`src/rtl/vga_timing_pkg.sv`:
```
// ----------------------------------------------------------------------------
// vga_timing_pkg
//   Shared definitions for the VGA timing decoder:
//   - reference 640x480@60 mode constants (totals derived from the porches)
//   - measurement counter and coordinate widths
//   - lock FSM state encoding
// ----------------------------------------------------------------------------
package vga_timing_pkg;

    // Horizontal timing of the reference mode, in pixel clocks
    localparam int H_ACTIVE = 640;
    localparam int H_FP     = 16;
    localparam int H_SYNC   = 96;
    localparam int H_BP     = 48;
    localparam int H_TOTAL  = H_ACTIVE + H_FP + H_SYNC + H_BP;   // 800

    // Vertical timing of the reference mode, in lines
    localparam int V_ACTIVE = 480;
    localparam int V_FP     = 10;
    localparam int V_SYNC   = 2;
    localparam int V_BP     = 33;
    localparam int V_TOTAL  = V_ACTIVE + V_FP + V_SYNC + V_BP;   // 525

    // Measurement counters and pixel coordinates
    localparam int CNT_W = 12;
    localparam int PIX_W = 10;

    // Lock state machine
    typedef enum logic [1:0] {
        SEARCH  = 2'd0,
        MEASURE = 2'd1,
        LOCKED  = 2'd2
    } state_t;

endpackage

```
`src/rtl/sync_pulse_meter.sv`:
```
// ----------------------------------------------------------------------------
// sync_pulse_meter
//   Measures one sync pulse stream: the period between successive active
//   edges and the width of the active phase, both in units of count_en.
//
// Ports
//   i_clk       pixel clock
//   i_reset     synchronous active-high reset
//   i_pulse     polarity-normalised sync (1 = active), already registered once
//   i_count_en  counting qualifier (1 for clocks, h active edge for lines)
//   o_period    last measured active-edge to active-edge period
//   o_width     last measured active width
//   o_meas      running measurement including the current cycle; this is the
//               value that o_period/o_width take on the corresponding edge
//   o_act_edge  inactive->active transition this cycle
//   o_end_edge  active->inactive transition this cycle
// ----------------------------------------------------------------------------
module sync_pulse_meter
    import vga_timing_pkg::*;
(
    input  logic             i_clk,
    input  logic             i_reset,
    input  logic             i_pulse,
    input  logic             i_count_en,
    output logic [CNT_W-1:0] o_period,
    output logic [CNT_W-1:0] o_width,
    output logic [CNT_W-1:0] o_meas,
    output logic             o_act_edge,
    output logic             o_end_edge
);

    logic             r_prev;
    logic [CNT_W-1:0] r_cnt;

    // Increment that sticks at all-ones instead of wrapping
    function automatic logic [CNT_W-1:0] sat_inc(input logic [CNT_W-1:0] val,
                                                 input logic             en);
        if (en && (val != {CNT_W{1'b1}})) begin
            return val + 1'b1;
        end
        return val;
    endfunction

    assign o_act_edge = i_pulse & ~r_prev;
    assign o_end_edge = ~i_pulse & r_prev;

    // The counter holds units elapsed before this cycle; adding this cycle's
    // qualifier lets a line that closes on the same cycle as a vsync edge
    // still be counted in the frame it belongs to.
    assign o_meas = sat_inc(r_cnt, i_count_en);

    always_ff @(posedge i_clk) begin
        if (i_reset) begin
            r_prev   <= 1'b0;
            r_cnt    <= '0;
            o_period <= '0;
            o_width  <= '0;
        end else begin
            r_prev <= i_pulse;
            r_cnt  <= o_act_edge ? '0 : o_meas;
            if (o_act_edge) begin
                o_period <= o_meas;
            end
            if (o_end_edge) begin
                o_width <= o_meas;
            end
        end
    end

endmodule

```
`src/rtl/vga_timing_decoder.sv`:
```
// ----------------------------------------------------------------------------
// vga_timing_decoder
//   Receive-side VGA timing checker. Samples h_sync / v_sync / display_en on
//   the pixel clock, measures line and frame timing, compares it against the
//   expected mode and reports lock. Also regenerates per-pixel coordinates
//   aligned two clocks behind display_en, independent of lock.
//
// Ports
//   i_clk          pixel clock
//   i_reset        synchronous active-high reset
//   i_h_sync       horizontal sync (active level H_POL)
//   i_v_sync       vertical sync (active level V_POL)
//   i_display_en   active-video flag
//   o_locked       timing has matched the parameters for LOCK_FRAMES frames
//   o_err          one-cycle pulse on a timing mismatch while locked
//   o_pix_valid    display_en delayed by two clocks
//   o_pix_x        column within the active line, 0 when not valid
//   o_pix_y        active line index within the frame
//   o_line_len     last measured hsync period (clocks)
//   o_hsync_width  last measured hsync active width (clocks)
//   o_frame_lines  last measured vsync period (lines)
//   o_vsync_width  last measured vsync active width (lines)
// ----------------------------------------------------------------------------
module vga_timing_decoder #(
    parameter int H_TOTAL     = vga_timing_pkg::H_TOTAL,
    parameter int H_SYNC_W    = vga_timing_pkg::H_SYNC,
    parameter int V_TOTAL     = vga_timing_pkg::V_TOTAL,
    parameter int V_SYNC_W    = vga_timing_pkg::V_SYNC,
    parameter bit H_POL       = 1'b0,
    parameter bit V_POL       = 1'b0,
    parameter int LOCK_FRAMES = 2
) (
    input  logic        i_clk,
    input  logic        i_reset,
    input  logic        i_h_sync,
    input  logic        i_v_sync,
    input  logic        i_display_en,
    output logic        o_locked,
    output logic        o_err,
    output logic        o_pix_valid,
    output logic [9:0]  o_pix_x,
    output logic [9:0]  o_pix_y,
    output logic [11:0] o_line_len,
    output logic [11:0] o_hsync_width,
    output logic [11:0] o_frame_lines,
    output logic [11:0] o_vsync_width
);

    import vga_timing_pkg::*;

    // Expected values, zero-extended to the counter width
    localparam logic [CNT_W-1:0] EXP_HT      = CNT_W'(H_TOTAL);
    localparam logic [CNT_W-1:0] EXP_HSW     = CNT_W'(H_SYNC_W);
    localparam logic [CNT_W-1:0] EXP_VT      = CNT_W'(V_TOTAL);
    localparam logic [CNT_W-1:0] EXP_VSW     = CNT_W'(V_SYNC_W);
    localparam logic [CNT_W-1:0] EXP_TIMEOUT = CNT_W'(2 * H_TOTAL);
    localparam logic [7:0]       LOCK_CNT    = 8'(LOCK_FRAMES);

    // ---------------- input stage (s1) ----------------
    logic r_hs_s1;
    logic r_vs_s1;
    logic r_de_s1;

    always_ff @(posedge i_clk) begin
        if (i_reset) begin
            // Park the sync registers at their inactive level so that leaving
            // reset does not look like a sync edge.
            r_hs_s1 <= ~H_POL;
            r_vs_s1 <= ~V_POL;
            r_de_s1 <= 1'b0;
        end else begin
            r_hs_s1 <= i_h_sync;
            r_vs_s1 <= i_v_sync;
            r_de_s1 <= i_display_en;
        end
    end

    // Normalised syncs: 1 means active regardless of polarity
    logic w_hs_n;
    logic w_vs_n;

    assign w_hs_n = ~(r_hs_s1 ^ H_POL);
    assign w_vs_n = ~(r_vs_s1 ^ V_POL);

    // ---------------- measurement ----------------
    logic [CNT_W-1:0] w_h_meas;
    logic [CNT_W-1:0] w_v_meas;
    logic             w_h_act;
    logic             w_h_end;
    logic             w_v_act;
    logic             w_v_end;

    sync_pulse_meter u_hmeter (
        .i_clk      (i_clk),
        .i_reset    (i_reset),
        .i_pulse    (w_hs_n),
        .i_count_en (1'b1),
        .o_period   (o_line_len),
        .o_width    (o_hsync_width),
        .o_meas     (w_h_meas),
        .o_act_edge (w_h_act),
        .o_end_edge (w_h_end)
    );

    // Lines are counted by hsync active edges
    sync_pulse_meter u_vmeter (
        .i_clk      (i_clk),
        .i_reset    (i_reset),
        .i_pulse    (w_vs_n),
        .i_count_en (w_h_act),
        .o_period   (o_frame_lines),
        .o_width    (o_vsync_width),
        .o_meas     (w_v_meas),
        .o_act_edge (w_v_act),
        .o_end_edge (w_v_end)
    );

    // ---------------- timing comparison ----------------
    // At a vsync active edge the frame length is the running measurement;
    // the other three figures are the latched ones from earlier in the frame.
    logic w_frame_ok;
    logic w_lock_mismatch;
    logic w_timeout;

    assign w_frame_ok = (o_line_len    == EXP_HT)  &&
                        (o_hsync_width == EXP_HSW) &&
                        (w_v_meas      == EXP_VT)  &&
                        (o_vsync_width == EXP_VSW);

    // While locked each figure is checked on the edge that completes it
    assign w_lock_mismatch = (w_h_act && (w_h_meas != EXP_HT))  ||
                             (w_h_end && (w_h_meas != EXP_HSW)) ||
                             (w_v_act && (w_v_meas != EXP_VT))  ||
                             (w_v_end && (w_v_meas != EXP_VSW));

    // h measurement counts clocks since the last hsync active edge
    assign w_timeout = ~w_h_act && (w_h_meas >= EXP_TIMEOUT);

    // ---------------- lock FSM ----------------
    state_t     r_state;
    logic [7:0] r_match_cnt;
    logic [7:0] w_match_next;

    assign w_match_next = r_match_cnt + 8'd1;

    always_ff @(posedge i_clk) begin
        if (i_reset) begin
            r_state     <= SEARCH;
            r_match_cnt <= '0;
            o_err       <= 1'b0;
            o_locked    <= 1'b0;
        end else begin
            o_err    <= 1'b0;
            // locked follows the state one cycle later, so on a mismatch the
            // err pulse comes first and locked drops on the next cycle
            o_locked <= (r_state == LOCKED);

            if (w_timeout) begin
                r_state     <= SEARCH;
                r_match_cnt <= '0;
            end else begin
                case (r_state)
                    SEARCH: begin
                        if (w_v_act) begin
                            r_state     <= MEASURE;
                            r_match_cnt <= '0;
                        end
                    end
                    MEASURE: begin
                        if (w_v_act) begin
                            if (w_frame_ok) begin
                                r_match_cnt <= w_match_next;
                                if (w_match_next >= LOCK_CNT) begin
                                    r_state <= LOCKED;
                                end
                            end else begin
                                r_match_cnt <= '0;
                            end
                        end
                    end
                    LOCKED: begin
                        if (w_lock_mismatch) begin
                            o_err       <= 1'b1;
                            r_state     <= SEARCH;
                            r_match_cnt <= '0;
                        end
                    end
                    default: begin
                        r_state     <= SEARCH;
                        r_match_cnt <= '0;
                    end
                endcase
            end
        end
    end

    // ---------------- coordinates (s2 / output) ----------------
    always_ff @(posedge i_clk) begin
        if (i_reset) begin
            o_pix_valid <= 1'b0;
            o_pix_x     <= '0;
            o_pix_y     <= '0;
        end else begin
            o_pix_valid <= r_de_s1;

            // First pixel of a run gets 0, following pixels count up
            if (r_de_s1) begin
                o_pix_x <= o_pix_valid ? (o_pix_x + 10'd1) : 10'd0;
            end else begin
                o_pix_x <= '0;
            end

            // Row advances when the delayed DE falls; frame start wins
            if (w_v_act) begin
                o_pix_y <= '0;
            end else if (!r_de_s1 && o_pix_valid) begin
                o_pix_y <= o_pix_y + 10'd1;
            end
        end
    end

endmodule
```
`config.mk`:
```
export PLATFORM = sky130hd
export DESIGN_NAME = vga_timing_decoder
export DESIGN_NICKNAME = d
export VERILOG_FILES = /design/src/rtl/vga_timing_pkg.sv /design/src/rtl/sync_pulse_meter.sv /design/src/rtl/vga_timing_decoder.sv
export SDC_FILE = /design/constraint.sdc
export NUM_CORES = 1
export LEC_CHECK = 0
export CORE_MARGIN = 2
export CORE_UTILIZATION = 54
export DETAILED_ROUTE_END_ITERATION = 10
export PLACE_DENSITY = 0.9
export RECOVER_POWER = 25
export SLEW_MARGIN = 10
export SYNTH_ARGS = -nofsm -noshare
export SYNTH_HDL_FRONTEND = slang
export SYNTH_HIERARCHICAL = 1
export SYNTH_SLANG_ARGS = --single-unit
export TNS_END_PERCENT = 20
```
`constraint.sdc`:
```
create_clock -name i_clk -period 5.1 [get_ports i_clk]
set_clock_uncertainty 0.15 [all_clocks]
set_input_delay 0.51 -clock i_clk [delete_from_list [all_inputs] [get_ports i_clk]]
set_output_delay 0.51 -clock i_clk [all_outputs]
set_load 0.005 [all_outputs]
```
Yosys cells after proc, flatten, opt, wreduce, memory -nomap -nowiden. Cells that the tools add are included.

Register bits after elaboration: 110. Bits in latches: 0. Memory bits (writable): 0. Bits in read-only memories: 0. Bits of input ports: 5. Word-level logic and storage cells: 94. Memories kept: 0.

Add/subtract/negate cells: 5. $mul: 0. Divide/modulo/power cells: 0. Magnitude comparators: 2. Equal/unequal tests: 17. Shift operators: 0. Multiplexer cells: 18. Bitwise logic cells: 12. Reductions and logical operators: 22.

Operator list (number): $mux 12 (4); $mux 8 (4); $add 12x1->12 const B (2); $eq 12x10->1 const B (2); $ne 12x10->1 const B (2); $ne 12x12->1 const B (2); $pmux 8 s3 (1); $add 10x1->10 const B (2); $eq 12x2->1 const B (1); $eq 12x7->1 const B (1); $ge 12x11->1 const B (1); $ne 12x2->1 const B (1); $ne 12x7->1 const B (1); $logic_and 1x1->1 (10); $mux 2 (5); $add 8x1->8 const B (1); $ge 8x2->1 const B (1); $not 1->1 (8); $ne 2x2->1 const B (3); $pmux 2 s3 (1); $reduce_or 2->1 (3); $reduce_or 3->1 (2); $reduce_and 5->1 (1); $and 1x1->1 (4); other kinds (8) (13).

Longest topological paths before layout.
Word-level depth: 11. Gate-level depth with buffers: 13. Mapped depth without buffers: 11.

Modules after synthesis. The synthesis kept the hierarchy.

By module, submodules not included: sync_pulse_meter (times used 2, cells each 175, area each 1612.8 µm², seq. area each 740.7 µm²); vga_timing_decoder (times used 1, cells each 213, area each 1893.1 µm², seq. area each 720.7 µm²).

Worst setup path before layout. OpenSTA, ideal clock, no wires.

Path kind: register -> register. Start: reg r_hs_s1. End: reg r_match_cnt[3]. Library setup time: 88 ps. Arrival time: 3575 ps. Required time: 4862 ps. Slack: 1286 ps. Stages on the path, launching flop included: 14. Path buffers: 2. Path through: dfxtp_1 -> inv_1 -> nor2b_1 -> clkbuf_1 -> buf_1 -> nand3_1 -> nor3_1 -> mux2i_1 -> inv_1 -> nor4_4 -> a41oi_1 -> a2111oi_4 -> a21oi_2 -> a311oi_2.

Longest elaborated chain between the ends: 11.

RTL lines: start, declared (line vga_timing_decoder.sv:60) `logic r_hs_s1;`; start signal, assigned (line vga_timing_decoder.sv:68) `r_hs_s1 <= ~H_POL;`; start signal, assigned (line vga_timing_decoder.sv:72) `r_hs_s1 <= i_h_sync;`; $not 1->1 * (line vga_timing_decoder.sv:82) `assign w_hs_n = ~(r_hs_s1 ^ H_POL);`; named net w_hs_n (line vga_timing_decoder.sv:79) `logic w_hs_n;`; $and 1x1->1 * (line sync_pulse_meter.sv:44) `assign o_act_edge = i_pulse & ~r_prev;`; named net w_h_act (line vga_timing_decoder.sv:88) `logic w_h_act;`; $logic_and 1x1->1 * (line sync_pulse_meter.sv:38) `if (en && (val != {CNT_W{1'b1}})) begin`; $mux 1 * (line sync_pulse_meter.sv:38); $mux 12 * (line sync_pulse_meter.sv:41) `return val;`; named net w_v_meas[8] (line vga_timing_decoder.sv:87) `logic [CNT_W-1:0] w_v_meas;`; $eq 12x10->1 / $ne 12x10->1 (equally long branches) (line vga_timing_decoder.sv:127, vga_timing_decoder.sv:133); $logic_and 1x1->1 (on tied branches) (line vga_timing_decoder.sv:126, vga_timing_decoder.sv:133); $logic_and 1x1->1 / $logic_or 1x1->1 (equally long branches) (line vga_timing_decoder.sv:127, vga_timing_decoder.sv:132); $mux 8 / $logic_or 1x1->1 (equally long branches) (line vga_timing_decoder.sv:171, vga_timing_decoder.sv:133); $mux 8 / $ne 2x2->1 (equally long branches); $pmux 8 s3 / $reduce_and 3->1 (equally long branches); end signal, assigned (line vga_timing_decoder.sv:172) `r_match_cnt <= w_match_next;`; end, declared (line vga_timing_decoder.sv:141) `logic [7:0] r_match_cnt;`.

The timed path passes the listed nets; every way through them passes the cells marked *. The select of a mux whose other input is x is not followed. A chain may end at the register's enable or synchronous reset.

Final worst setup path.
Start: reg u_vmeter.r_cnt[0]. End: reg r_match_cnt[0].

Longest elaborated chain between the ends: 10.

RTL lines: start, declared (line sync_pulse_meter.sv:33) `logic [CNT_W-1:0] r_cnt;`; start signal, assigned (line sync_pulse_meter.sv:60) `r_cnt <= o_act_edge ? '0 : o_meas;`; branches (longest 3 deep; another with $add 12x1->12); $mux 12 * (line sync_pulse_meter.sv:41); named net w_v_meas[1] (line vga_timing_decoder.sv:87); $eq 12x10->1 / $ne 12x10->1 (equally long branches) (line vga_timing_decoder.sv:127, vga_timing_decoder.sv:133); $logic_and 1x1->1 (on tied branches) (line vga_timing_decoder.sv:126, vga_timing_decoder.sv:133); $logic_and 1x1->1 / $logic_or 1x1->1 (equally long branches) (line vga_timing_decoder.sv:127, vga_timing_decoder.sv:132); $mux 8 / $logic_or 1x1->1 (equally long branches) (line vga_timing_decoder.sv:171, vga_timing_decoder.sv:133); $mux 8 / $ne 2x2->1 (equally long branches); $pmux 8 s3 / $reduce_and 3->1 (equally long branches).

Mark *: on every way through the listed nets, which the timed path passes. The select of a mux whose other input is x is not followed.

==> summary.md <==
| Metric | Value |
|---|---|
| Outcome | complete, but fails checks |
| Failing checks | capacitance limit, slew limit |
| Htree depth | 3 |
| Tot Pwr | 1.466 mW |
| Number of antenna violations at the first check in global routing | 0 |
| Filler cell count | 761 |
| Post-CTS Resized | 0 |
| Final setup vio count | 0 |
| Min Tclk post-route | approximately 3.6 ns |
| Hold buffers post-CTS | 0 |
| Overflow after GRT | 0 |
| Layout area overhead | 20.00% |
| Slew margin rel. | -0.9433% |
| Ports | 76 |
| Iter 0 DRT Violations | 272 |
| Slowest stage delay, CP | 0.66 ns |
| IO Port Bufs | 75 |
| Critical Path End Type | flop |
| Switch share | about 26% |
| HPWL Detailed | 9170 µm |
| Vias per Instance | between 5 and 6 |
| Register Area | ~2200 µm² |
| PD cells | 238.7 nW/µm² |
| Pint | 1.091 mW |
| Height of the die | ~100 µm |
| Vias in the first global route | about 4.2k |
| Yosys reg bits | 110 |
| CP required | between 5 and 6 ns |
| Post-route DRC | 0 |
| Hold slack | 0.3411 ns |
| Final hold violation count | 0 |
| DRT Wirelength | approximately 13000 µm |
| Post-synth EDFFs | 0 |
| Seq pwr share | 59.9% |
| Clock share of power | roughly a third |
| Die X | 101.4 µm |
| Die area | ~10000 µm² |
| Hold Crit Class | reg -> reg |
| YS warnings | 6 |
| P_sw | 0.3754 mW |
| Worst Path Arrival | 3.78 ns |
| ANT nets after route | 0 |
| Share of the synthesized area in the top cell type | 43.02% |
| Count of different cell masters after synthesis | 64 |
| Pin count of the biggest net entering global routing | 42 |
| Num CTS Buffers | 9 |
| FP Rows | 35 |
| Design area | roughly 6100 µm² |
| Buf+Inv Stages, Crit Path | 1 |
| CP max stage cell | a2111oi_4 |
| Clock Tree Buf Depth | 2 |
| Most frequent cells in the layout | 110 x dfxtp_1, 64 x clkdlybuf4s50_1, 57 x nor2_1, 42 x nand2b_1, 40 x inv_1 |
| Final #Nets | 644 |
| Setup TNS | 0 ns |
| Part of the cycle the worst path needs | 71.22% |
| Async set-or-reset flop fraction in the synthesized netlist | 0% |
| CTS tree | built |
| Tot GR Track Use | 25.45% |
| CORE AREA | around 9200 µm² |
| Skew-Pair Late Insertion Delay | 0.38 ns |
| Post-CTS Setup Bufs | 0 |
| Final Max Tran Viols | 42 |
| Area post-placement | around 6000 µm² |
| RSZ-0062 raised after global routing | no |
| Synth area leaders | dfxtp_1 43%, nand2b_1 5.1%, nor2_1 4.2% |
| Initial cell density of the core | 55.40% |
| Vias | between 4k and 5k |
| Synth Flop Type | dfxtp_1 |
| Gate power share | approximately 6.3% |
| Startpoint Class | flop |
| Area leader, netlist | dfxtp_1 |
| Final Core Density | 66.47% |
| Placer Congestion | 0.9015 |
| Area of the multi-input gates | 2673 µm² |
| Synth Instances | between 500 and 600 |
| Commonest non-fill, non-tap cell in the layout | dfxtp_1 |
| Pin slew with the least headroom to its limit | ~1.5 ns |
| Antenna cells | 0 |
| Crit-path max FO | 8 |
| Layout cell share with drive strength beyond 1 | under 10% |
| Root buf cell | clkbuf_8 |
| Top delay family on crit path | compound AO/OA/AOI/OAI gates |
| Leakage power | 2.282 nW |
| Clock transition at the registers of the reported paths | ~0.11 ns |
| Crit path kind | reg -> reg |
| Synthesized cell area | roughly 5100 µm² |
| Worst path cell trace | ha_1 -> nand2_2 -> o41ai_4 -> mux2i_1 -> inv_1 -> and4b_1 -> nand4_4 -> a2111oi_4 -> a21oi_2 -> a211oi_2 |
| Register area share after synthesis | 43.02% |
| Synth Area per Inst | ~9.1 µm² |
| DR pass1 iterations | 5 |
| Max-cap viol count | 1 |
| DR WL/cell | 16.58 µm |
| First-pass GRT wire length | 20770 µm |
| CTS sink count | 110 |
| Peak supply drop | roughly 130 µV |
| F_max | 275.3 MHz |
[through the flow]
stage | std cells | setup WS (ns)
floorplan | 568 | 1.286
global placement | 751 | 1.685
detailed placement | 751 | 1.506
CTS | 767 | 1.475
global route | 767 | 1.116
finish | 767 | 1.468
[logic make-up (layout without fill, tap and decap cells)]
logic type                 count (synthesis)  after routing  share of synthesized area (%)
and+or+nand+nor                          233            233                          26.84
DFF                                      110            110                          43.02
AOI/OAI and AO/OA                        109            109                          16.55
buffers and inverters                     66            136                          5.182
xor gates and xnor gates                  25             25                          4.278
muxes                                     13             13                          2.591
adders and majority gates                  6              6                          1.467
other                                      1              6                        0.07326
[synth_stat cells, types with 3 or more instances]
cell / number
dfxtp_1: 110
nor2_1: 57
nand2b_1: 42
inv_1: 40
o22ai_1: 34
nand2_1: 25
nand3_1: 21
xor2_1: 17
clkbuf_1: 16
a21oi_1: 12
nor2b_1: 12
mux2i_1: 11
nor3_1: 11
and3_1: 10
nor4_1: 10
a211oi_1: 8
o21ai_0: 8
xnor2_1: 8
nand4_1: 7
or2_2: 7
buf_1: 6
ha_1: 6
a31oi_1: 5
nor4b_1: 5
a32oi_1: 4
o211ai_1: 4
a211oi_2: 3
and4_1: 3
nand4_4: 3
o41ai_1: 3
or3_1: 3
[power groups by stage]
stage / Sequential [mW] / Combinational, mW / Clock (mW)
after floorplan: 0.896 / 0.0629 / 0
after global placement: 0.897 / 0.0899 / 0
after detailed placement: 0.898 / 0.0918 / 0
after CTS: 0.878 / 0.0926 / 0.501
after global routing: 0.879 / 0.100 / 0.531
final: 0.878 / 0.0923 / 0.496
[registers in the layout (all words and copies together), names as in the netlist, 10 cells and up]
register / count
o_pix_x: 10
o_pix_y: 10
u_hmeter/o_period: 12
u_hmeter/o_width: 12
u_hmeter/r_cnt: 12
u_vmeter/o_period: 12
u_vmeter/o_width: 12
u_vmeter/r_cnt: 12
[layer usage]
metal	track usage (%)	vias to the layer above	routed length (µm)
met5	0	-	0
met4	10.29	0	295
met3	3.106	24	597
met2	43.10	140	6310
met1	33.03	2134	5516
li1	-	2139	-
[final timing paths]
| path | from | endpoint | slack [ns] | depth (start not counted) |
|---|---|---|---|---|
| setup reg to reg | u_vmeter/r_cnt[0] | r_match_cnt[0] | 1.47 | 10 |
| hold / removal | o_pix_x[0] | o_pix_x[0] | 0.34 | 1 |
| hold reg to reg | o_pix_x[0] | o_pix_x[0] | 0.34 | 1 |
| setup / recovery | u_vmeter/r_cnt[0] | r_match_cnt[0] | 1.47 | 10 |
[area by class of cell]
type	instances	share of cell area, %
multi-input cells	392	43.51
repair buffers	80	12.61
clock inverters	7	0.9371
inverters	40	2.444
well taps	129	2.628
flip-flops and latches	110	35.85
clock buffers	9	2.017
Note: power is estimated with default switching activity, not from simulation.
